### config.mk
export PLATFORM = sky130hd
export DESIGN_NAME = calc_seq_ctrl
export DESIGN_NICKNAME = d
export VERILOG_FILES = /design/src/rtl/calc_pkg.sv /design/src/rtl/calc_dec_acc.sv /design/src/rtl/calc_seq_ctrl.sv
export SDC_FILE = /design/constraint.sdc
export NUM_CORES = 1
export LEC_CHECK = 0
export CORE_MARGIN = 5
export CORE_UTILIZATION = 58
export DETAILED_ROUTE_END_ITERATION = 6
export DONT_BUFFER_PORTS = 1
export PLACE_DENSITY = 0.74
export SKIP_CTS_REPAIR_TIMING = 1
export SLEW_MARGIN = 20
export SYNTH_ARGS = -nofsm -noshare
export SYNTH_HDL_FRONTEND = slang
export SYNTH_HIERARCHICAL = 1
export SYNTH_SLANG_ARGS = --single-unit
### constraint.sdc
create_clock -name clk -period 5.6 [get_ports clk]
set_input_delay 1.12 -clock clk [delete_from_list [all_inputs] [get_ports clk]]
set_output_delay 1.12 -clock clk [all_outputs]
set_load 0.1 [all_outputs]
### src/rtl/calc_pkg.sv
// rtl/calc_pkg.sv - shared constants, op codes and FSM states for calc_seq_ctrl
package calc_pkg;

  localparam logic [7:0] CH_ADD   = 8'h2B;
  localparam logic [7:0] CH_SUB   = 8'h2D;
  localparam logic [7:0] CH_MUL   = 8'h2A;
  localparam logic [7:0] CH_DIV   = 8'h2F;
  localparam logic [7:0] CH_EQ    = 8'h3D;
  localparam logic [7:0] CH_CR    = 8'h0D;
  localparam logic [7:0] CH_CLR_U = 8'h43;
  localparam logic [7:0] CH_CLR_L = 8'h63;
  localparam logic [7:0] CH_0     = 8'h30;
  localparam logic [7:0] CH_9     = 8'h39;

  localparam logic [3:0] OP_NONE = 4'b0000;
  localparam logic [3:0] OP_ADD  = 4'b0001;
  localparam logic [3:0] OP_SUB  = 4'b0010;
  localparam logic [3:0] OP_MUL  = 4'b0100;
  localparam logic [3:0] OP_DIV  = 4'b1000;

  typedef enum logic [2:0] {IDLE, OPA, OPB, EXEC, WAIT, DONE} state_t;

  function automatic logic [3:0] op_code(input logic [7:0] c);
    case (c)
      CH_ADD:  return OP_ADD;
      CH_SUB:  return OP_SUB;
      CH_MUL:  return OP_MUL;
      CH_DIV:  return OP_DIV;
      default: return OP_NONE;
    endcase
  endfunction

endpackage

### src/rtl/calc_dec_acc.sv
// rtl/calc_dec_acc.sv - decimal digit accumulator, acc = acc*10 + d truncated to WIDTH
module calc_dec_acc #(
  parameter int WIDTH = 16
) (
  input  logic             clk,
  input  logic             rst,
  input  logic             clr,
  input  logic             load,
  input  logic             acc_en,
  input  logic [3:0]       digit,
  output logic [WIDTH-1:0] acc
);

  logic [WIDTH-1:0] acc_q, acc_d;

  always_comb begin
    acc_d = acc_q;
    if (clr)
      acc_d = '0;
    else if (load)
      acc_d = WIDTH'(digit);
    else if (acc_en)
      acc_d = (acc_q << 3) + (acc_q << 1) + WIDTH'(digit);
  end

  always_ff @(posedge clk or negedge rst) begin
    if (!rst) acc_q <= '0;
    else      acc_q <= acc_d;
  end

  assign acc = acc_q;

endmodule

### src/rtl/calc_seq_ctrl.sv
// rtl/calc_seq_ctrl.sv - calculator sequencer: ASCII operand/operator entry and ALU handshake
// Optional CALC_CHAIN_EN: an operator after a good result reuses that result as operand A.
module calc_seq_ctrl
  import calc_pkg::*;
#(
  parameter int WIDTH       = 16,
  parameter int ALU_TIMEOUT = 255
) (
  input  logic             clk,
  input  logic             rst,
  input  logic [7:0]       rx_data,
  input  logic             rx_valid,
  input  logic             alu_done,
  input  logic [WIDTH-1:0] alu_result,
  input  logic             alu_err,
  output logic [WIDTH-1:0] op_a,
  output logic [WIDTH-1:0] op_b,
  output logic [3:0]       op_sel,
  output logic             alu_start,
  output logic [WIDTH-1:0] entry,
  output logic [WIDTH-1:0] result,
  output logic             result_valid,
  output logic             err,
  output logic             busy
);

  localparam int TW = $clog2(ALU_TIMEOUT + 1);

  state_t           state_q, state_d;
  logic [WIDTH-1:0] op_a_q, op_a_d, op_b_q, op_b_d, result_q, result_d;
  logic [3:0]       op_sel_q, op_sel_d;
  logic             err_q, err_d, result_valid_q, result_valid_d;
  logic             digit_seen_q, digit_seen_d;
  logic [TW-1:0]    timer_q, timer_d;
  logic             acc_clr, acc_load, acc_en;
  logic [WIDTH-1:0] acc;

  logic       is_dig, is_op, is_eq, is_clr;
  logic [3:0] ch_op;

  assign ch_op  = op_code(rx_data);
  assign is_dig = rx_valid && (rx_data >= CH_0) && (rx_data <= CH_9);
  assign is_op  = rx_valid && (ch_op != OP_NONE);
  assign is_eq  = rx_valid && ((rx_data == CH_EQ) || (rx_data == CH_CR));
  assign is_clr = rx_valid && ((rx_data == CH_CLR_U) || (rx_data == CH_CLR_L));

  calc_dec_acc #(.WIDTH(WIDTH)) u_acc (
    .clk    (clk),
    .rst    (rst),
    .clr    (acc_clr),
    .load   (acc_load),
    .acc_en (acc_en),
    .digit  (rx_data[3:0]),
    .acc    (acc)
  );

  always_comb begin
    state_d        = state_q;
    op_a_d         = op_a_q;
    op_b_d         = op_b_q;
    op_sel_d       = op_sel_q;
    result_d       = result_q;
    err_d          = err_q;
    result_valid_d = 1'b0;
    digit_seen_d   = digit_seen_q;
    timer_d        = timer_q;
    acc_clr        = 1'b0;
    acc_load       = 1'b0;
    acc_en         = 1'b0;
    alu_start      = 1'b0;

    // Clear beats everything, including an in-flight ALU operation.
    if (is_clr) begin
      state_d      = IDLE;
      op_a_d       = '0;
      op_b_d       = '0;
      op_sel_d     = OP_NONE;
      result_d     = '0;
      err_d        = 1'b0;
      digit_seen_d = 1'b0;
      timer_d      = '0;
      acc_clr      = 1'b1;
    end else begin
      case (state_q)
        IDLE: if (is_dig) begin
          acc_load = 1'b1;
          state_d  = OPA;
        end
        OPA: begin
          if (is_dig) begin
            acc_en = 1'b1;
          end else if (is_op) begin
            op_a_d       = acc;
            op_sel_d     = ch_op;
            acc_clr      = 1'b1;
            digit_seen_d = 1'b0;
            state_d      = OPB;
          end
        end
        OPB: begin
          if (is_dig) begin
            acc_en       = 1'b1;
            digit_seen_d = 1'b1;
          end else if (is_op && !digit_seen_q) begin
            op_sel_d = ch_op;
          end else if (is_eq && digit_seen_q) begin
            op_b_d  = acc;
            state_d = EXEC;
          end
        end
        EXEC: begin
          if (op_sel_q == OP_DIV && op_b_q == '0) begin
            result_d       = '0;
            err_d          = 1'b1;
            result_valid_d = 1'b1;
            state_d        = DONE;
          end else begin
            alu_start = 1'b1;
            timer_d   = '0;
            state_d   = WAIT;
          end
        end
        WAIT: begin
          if (alu_done) begin
            result_d       = alu_result;
            err_d          = alu_err;
            result_valid_d = 1'b1;
            state_d        = DONE;
          end else if (timer_q == TW'(ALU_TIMEOUT - 1)) begin
            result_d       = '0;
            err_d          = 1'b1;
            result_valid_d = 1'b1;
            state_d        = DONE;
          end else begin
            timer_d = timer_q + TW'(1);
          end
        end
        DONE: begin
          if (is_dig) begin
            op_sel_d = OP_NONE;
            acc_load = 1'b1;
            state_d  = OPA;
          end
`ifdef CALC_CHAIN_EN
          else if (is_op && !err_q) begin
            op_a_d       = result_q;
            op_sel_d     = ch_op;
            acc_clr      = 1'b1;
            digit_seen_d = 1'b0;
            state_d      = OPB;
          end
`endif
        end
        default: state_d = IDLE;
      endcase
    end
  end

  always_ff @(posedge clk or negedge rst) begin
    if (!rst) begin
      state_q        <= IDLE;
      op_a_q         <= '0;
      op_b_q         <= '0;
      op_sel_q       <= OP_NONE;
      result_q       <= '0;
      err_q          <= 1'b0;
      result_valid_q <= 1'b0;
      digit_seen_q   <= 1'b0;
      timer_q        <= '0;
    end else begin
      state_q        <= state_d;
      op_a_q         <= op_a_d;
      op_b_q         <= op_b_d;
      op_sel_q       <= op_sel_d;
      result_q       <= result_d;
      err_q          <= err_d;
      result_valid_q <= result_valid_d;
      digit_seen_q   <= digit_seen_d;
      timer_q        <= timer_d;
    end
  end

  assign op_a         = op_a_q;
  assign op_b         = op_b_q;
  assign op_sel       = op_sel_q;
  assign entry        = acc;
  assign result       = result_q;
  assign result_valid = result_valid_q;
  assign err          = err_q;
  assign busy         = (state_q == EXEC) || (state_q == WAIT);

endmodule

**After elaboration in Yosys (flattened, before gate mapping)**

Cells that the tools add are included.

- Register bits after elaboration: 82
- Output and inout bits: 72
- Logic and storage cells: 146

- Mux-type cells: 68
- Add/sub/neg operators: 3
- Eq/ne operators: 31
- $lt $le $gt $ge: 2
- Reductions and logical operators: 32

Operator list:

| operator | number |
|---|---|
| 16-bit two-way mux | 16 |
| 8-bit by 6-bit equality test with 1-bit output (second input constant) | 5 |
| 3-bit != test (second input constant) | 12 |
| 8-bit two-way mux | 4 |
| 16-bit one-hot mux with 2 select lines | 1 |
| 3-bit two-way mux | 9 |
| 1-bit two-way mux | 25 |
| 4-bit two-way mux | 6 |
| 16-bit adder | 1 |
| 16-bit by 4-bit adder with 16-bit output | 1 |
| 8-bit by 7-bit equality test with 1-bit output (second input constant) | 2 |
| 16-bit zero test | 1 |
| 4-bit one-hot mux with 4 select lines | 1 |
| 8-bit one-hot mux with 2 select lines | 1 |
| 3-bit one-hot mux with 5 select lines | 1 |
| 4-bit one-hot mux with 3 select lines | 1 |
| 4-bit AND reduction | 3 |
| 3-bit nonzero test | 3 |
| 8-bit by 1-bit adder with 8-bit output (second input constant) | 1 |
| 8-bit by 4-bit equality test with 1-bit output (second input constant) | 1 |
| 8-bit equality test (second input constant) | 1 |
| 8-bit by 6-bit greater-or-equal comparator with 1-bit output (second input constant) | 1 |
| 8-bit by 6-bit <= comparator with 1-bit output (second input constant) | 1 |
| 1-bit logical AND | 8 |
| other kinds (18) | 30 |

**Logic depth before layout (Yosys ltp)**

- Depth in word-level cells: 9
- Gate-level depth with buffers: 10
- Depth with buffers taken out: 9

**Hierarchy**

The synthesis kept the hierarchy.

Modules (own cells, without submodules):

| module | area an instance (um^2) | seq. area each (um^2) | instances | cells an instance |
|---|---|---|---|---|
| calc_seq_ctrl | 3190.6 | 1651.6 | 1 | 295 |
| calc_dec_acc | 1483.9 | 400.4 | 1 | 164 |

**Least setup slack after synthesis**

No wires, ideal clock.

- Path type: input to output
- Start point: input rx_data[4]
- End point: output alu_start
- Stages on the path: 3
- Setup slack: 1774 ps
- Arrival: 2706 ps
- Cells stage by stage: buf_2 nor4_4 nor2_1

- Word-level cells in the longest chain between the ends: 4
- Elaborated cells on any way between the ends: 5
- Those cells by class: 2 x eq/ne; 1 x mux; 2 x reduce/logical

RTL lines:

| element | RTL line | source |
|---|---|---|
| start: declaration | calc_seq_ctrl.sv:11 | `input logic [7:0] rx_data,` |
| 8-bit by 7-bit equality test with 1-bit output | calc_seq_ctrl.sv:45 | `assign is_clr = rx_valid && ((rx_data == CH_CLR_U) \|\| (rx_data == CH_CLR_L));` |
| 1-bit logical OR * | calc_seq_ctrl.sv:45 |  |
| 1-bit logical AND * | calc_seq_ctrl.sv:45 |  |
| 1-bit two-way mux * | calc_seq_ctrl.sv:73 | `if (is_clr) begin` |
| end: declaration | calc_seq_ctrl.sv:19 | `output logic alu_start,` |

Mark *: on every way between the ends. The rest lies on a longest branch, timed or not.

**Worst setup path after layout**

- Start point: register op_b_q[6], in the netlist op_b[6]
- End point: output alu_start

- Word-level cells in the longest chain between the ends: 5

RTL lines:

| element | RTL line | source |
|---|---|---|
| start: declaration | calc_seq_ctrl.sv:30 | `logic [WIDTH-1:0] op_a_q, op_a_d, op_b_q, op_b_d, result_q, result_d;` |
| start signal: assignment | calc_seq_ctrl.sv:173 | `op_b_q <= op_b_d;` |
| 16-bit zero test | calc_seq_ctrl.sv:112 | `if (op_sel_q == OP_DIV && op_b_q == '0) begin` |
| 1-bit logical AND | calc_seq_ctrl.sv:112 |  |
| 1-bit two-way mux | calc_seq_ctrl.sv:112 |  |
| 1-bit two-way mux | calc_seq_ctrl.sv:84 | `case (state_q)` |
| 1-bit two-way mux | calc_seq_ctrl.sv:73 |  |

Every way passes these cells.

==> impl_results.md <==
- Unrepaired setup endpoints after global routing: no
- Register-to-Register Path Depth: 9
- Global-route congestion overflow total: 0
- Die W: 99.8 µm
- Cell-by-cell trace of the critical path: nor4_1 -> nand3_1 -> o21bai_1 -> nor2_2
- Max Fclk: 0.247 GHz
- Maximum VDD drop: 0.387 mV
- Measured slew at the worst slew-check pin: 1.16 ns
- Number of clock sinks: 82
- Largest incremental delay on the critical path: 1.02 ns
- Largest delay contributor family on the critical path: simple AND/OR/NAND/NOR gates
- Final setup TNS: 0 ns
- Clock root buffer: clkbuf_8
- Hold violation count in the final report: 0
- NumNets Final: 521
- Number of warning messages in the yosys log: 6
- Number of standard cells after synthesis: 459
- Initial antenna violation count: 0
- Half-perimeter wire length after placement: 8.59 mm
- Data required time of the critical path: 4.48 ns
- Post-route cell area: 4980 µm²
- Relative slew slack: 23.0%
- Share of post-route cells with drive strength above 1: 12.6%
- Final routed DRC violation total: 0
- Placed instance area: 4780 µm²
- Yosys top cell by area: dfrtp_1
- Fraction of the yosys area taken by sequential cells: 43.9%
- Wire length of the first global-routing pass: 19.0 mm
- Maximum buffer depth of the clock tree: 2
- Classification of the worst-slack hold path: input port to asynchronous set/reset pin
- Bufs and invs on worst path: 0
- Number of ports placed on the die boundary: 101
- Core Rows: 32
- CP Launch Type: flop
- Post-route ant nets: 0
- Global placement routability congestion: 0.873
- Port buffer count: 0
- Most common flop cell mapped by yosys: dfrtp_1
- Vias per Instance: 6.43
- Power after layout: 2.39 mW
- Number of nets in the synthesized netlist: 518
- Synthesized flop and latch total: 82
- H-tree levels: 3
- Result of the run: finished clean
- Areal power density over the cells: 480 nW/µm²
- Fillers: 638
- WP depth: 4
- Area share of the largest cell type after synthesis: 43.9%
- Pin count of the biggest net entering global routing: 83
- Worst setup path class: flop to output port
- Crit path DAT: 2.93 ns
- Total clock buffers created by CTS: 9
- Overall die area: 9960 µm²
- Clock insertion delay at the later pin of the skew report: 0.36 ns
- Highest-delay cell along the critical path: dfrtp_1
- Number of max-cap violations: 0
- Mapped Avg Cell Area: 10.2 µm²
- Via count: 3658
- Final number of max-transition violations: 0
- Wire length after detailed routing: 11.6 mm
- Iter 0 DRT Violations: 193
- Worst-case clock skew: 0.0196 ns
- Period minus WS final: 4.05 ns
- Routed WL per cell: 20.4 µm
- Post-synth cell types: 68
- Vias in the first global route: 3621
- Total core area: 7810 µm²
- Leakage power total: 2.31 nW
- Pre-Repair DR Iteration Count: 5
- Die span in y: 99.8 µm
- Number of flops mapped to enable cells by yosys: 0
- Fraction of registers with async set/reset: 100%
- Synth top area cells: dfrtp_1 (44%), ha_1 (7.5%), nand2_1 (4.7%)
- Ratio of final minimum period to clock period: 72.3%
- Most common library cells after synthesis: dfrtp_1 (82), nand2_1 (58), a21oi_1 (29), ha_1 (28)
- Initial Utilization: 59.9%
- Antenna cells: 0
- Clock edge transition at the registers on the reported setup and hold paths: 0.10 ns
- Crit. End Element: output port
- Max FO, Critical Path: 6
- GRT Total Usage: 24.0%
- Post-synthesis instance area: 4670 µm²
- TritonCTS clock tree: built
- Most common cell in the netlist: dfrtp_1
- Area delta synth->final: 6.56%
- Final setup violating endpoints: 0
final cells by class:
type | count | area [µm²] | area share [%]
multi-input cells | 346 | 2490 | 49.9
repair buffers | 9 | 67.6 | 1.36
well taps | 102 | 128 | 2.56
flip-flops and latches | 82 | 2050 | 41.2
clock inverters | 7 | 71.3 | 1.43
clock buffers | 9 | 124 | 2.49
inverters | 14 | 52.6 | 1.06
logic make-up (layout without fill, tap and decap cells):
family                   count (synthesis)  count (layout)  synth area share [%]
AND/OR/NAND/NOR                        169             169                  20.1
AO/OA/AOI/OAI                          120             120                  18.8
flip-flops                              82              82                  43.9
buffers and inverters                   31              39                  3.13
adder cells (fa/ha/maj)                 30              30                  8.35
multiplexers                            21              21                  4.52
XOR/XNOR                                 6               6                  1.12
per-stage QoR:
step / setup WS [ns] / hold slack [ns] / util [%] / cells
final: 1.55 / 0.438 / 63.8 / 569
after CTS: 1.55 / 0.425 / 63.7 / 569
after global placement: 1.94 / 0.525 / 61.2 / 553
after detailed placement: 1.92 / 0.545 / 61.2 / 553
after global routing: 1.46 / 0.413 / 63.8 / 569
after floorplan: 1.77 / 0.488 / - / 459
worst paths after layout:
| check | from | to | slack (ns) |
|---|---|---|---|
| min reg2reg | timer_q[2] | timer_q[2] | 0.57 |
| max reg2reg | u_acc/acc[1] | u_acc/acc[14] | 2.39 |
| max in group asynchronous | rst | state_q[0] | 4.97 |
| min in group clk | timer_q[2] | timer_q[2] | 0.57 |
| min | rst | timer_q[5] | 0.44 |
| max | op_b[6] | alu_start | 1.55 |
per-layer routing:
metal	vias to the layer above	GRT usage, %	wire [µm]	part of all wire, %
met5	-	0	0	0
met4	0	9.24	281	2.4
met3	20	6.12	822	7.1
met2	126	38.3	5530	48
met1	1816	31.6	4970	43
li1	1696	-	-	-
placed cells by master, fill, tap and decap left out, types with 12 or more instances in the layout:
master and n:
a21oi_1 29, a22o_1 17, dfrtp_1 82, ha_1 28, inv_1 14, mux2i_1 20
nand2_1 58, nand3_1 19, nor2_1 19, nor2_2 12, o21ai_0 15
registers in the layout, indices dropped and copies added, names as in the netlist:
name / flops
digit_seen_q: 1
err: 1
op_a: 16
op_b: 16
op_sel: 4
result: 16
result_valid: 1
state_q: 3
timer_q: 8
u_acc/acc: 16
report_power, final:
group	internal [mW]	switching, mW
combinational	0.282	0.446
sequential	0.662	0.584
clock	0.174	0.245
Note: power is estimated with default switching activity, not from simulation.
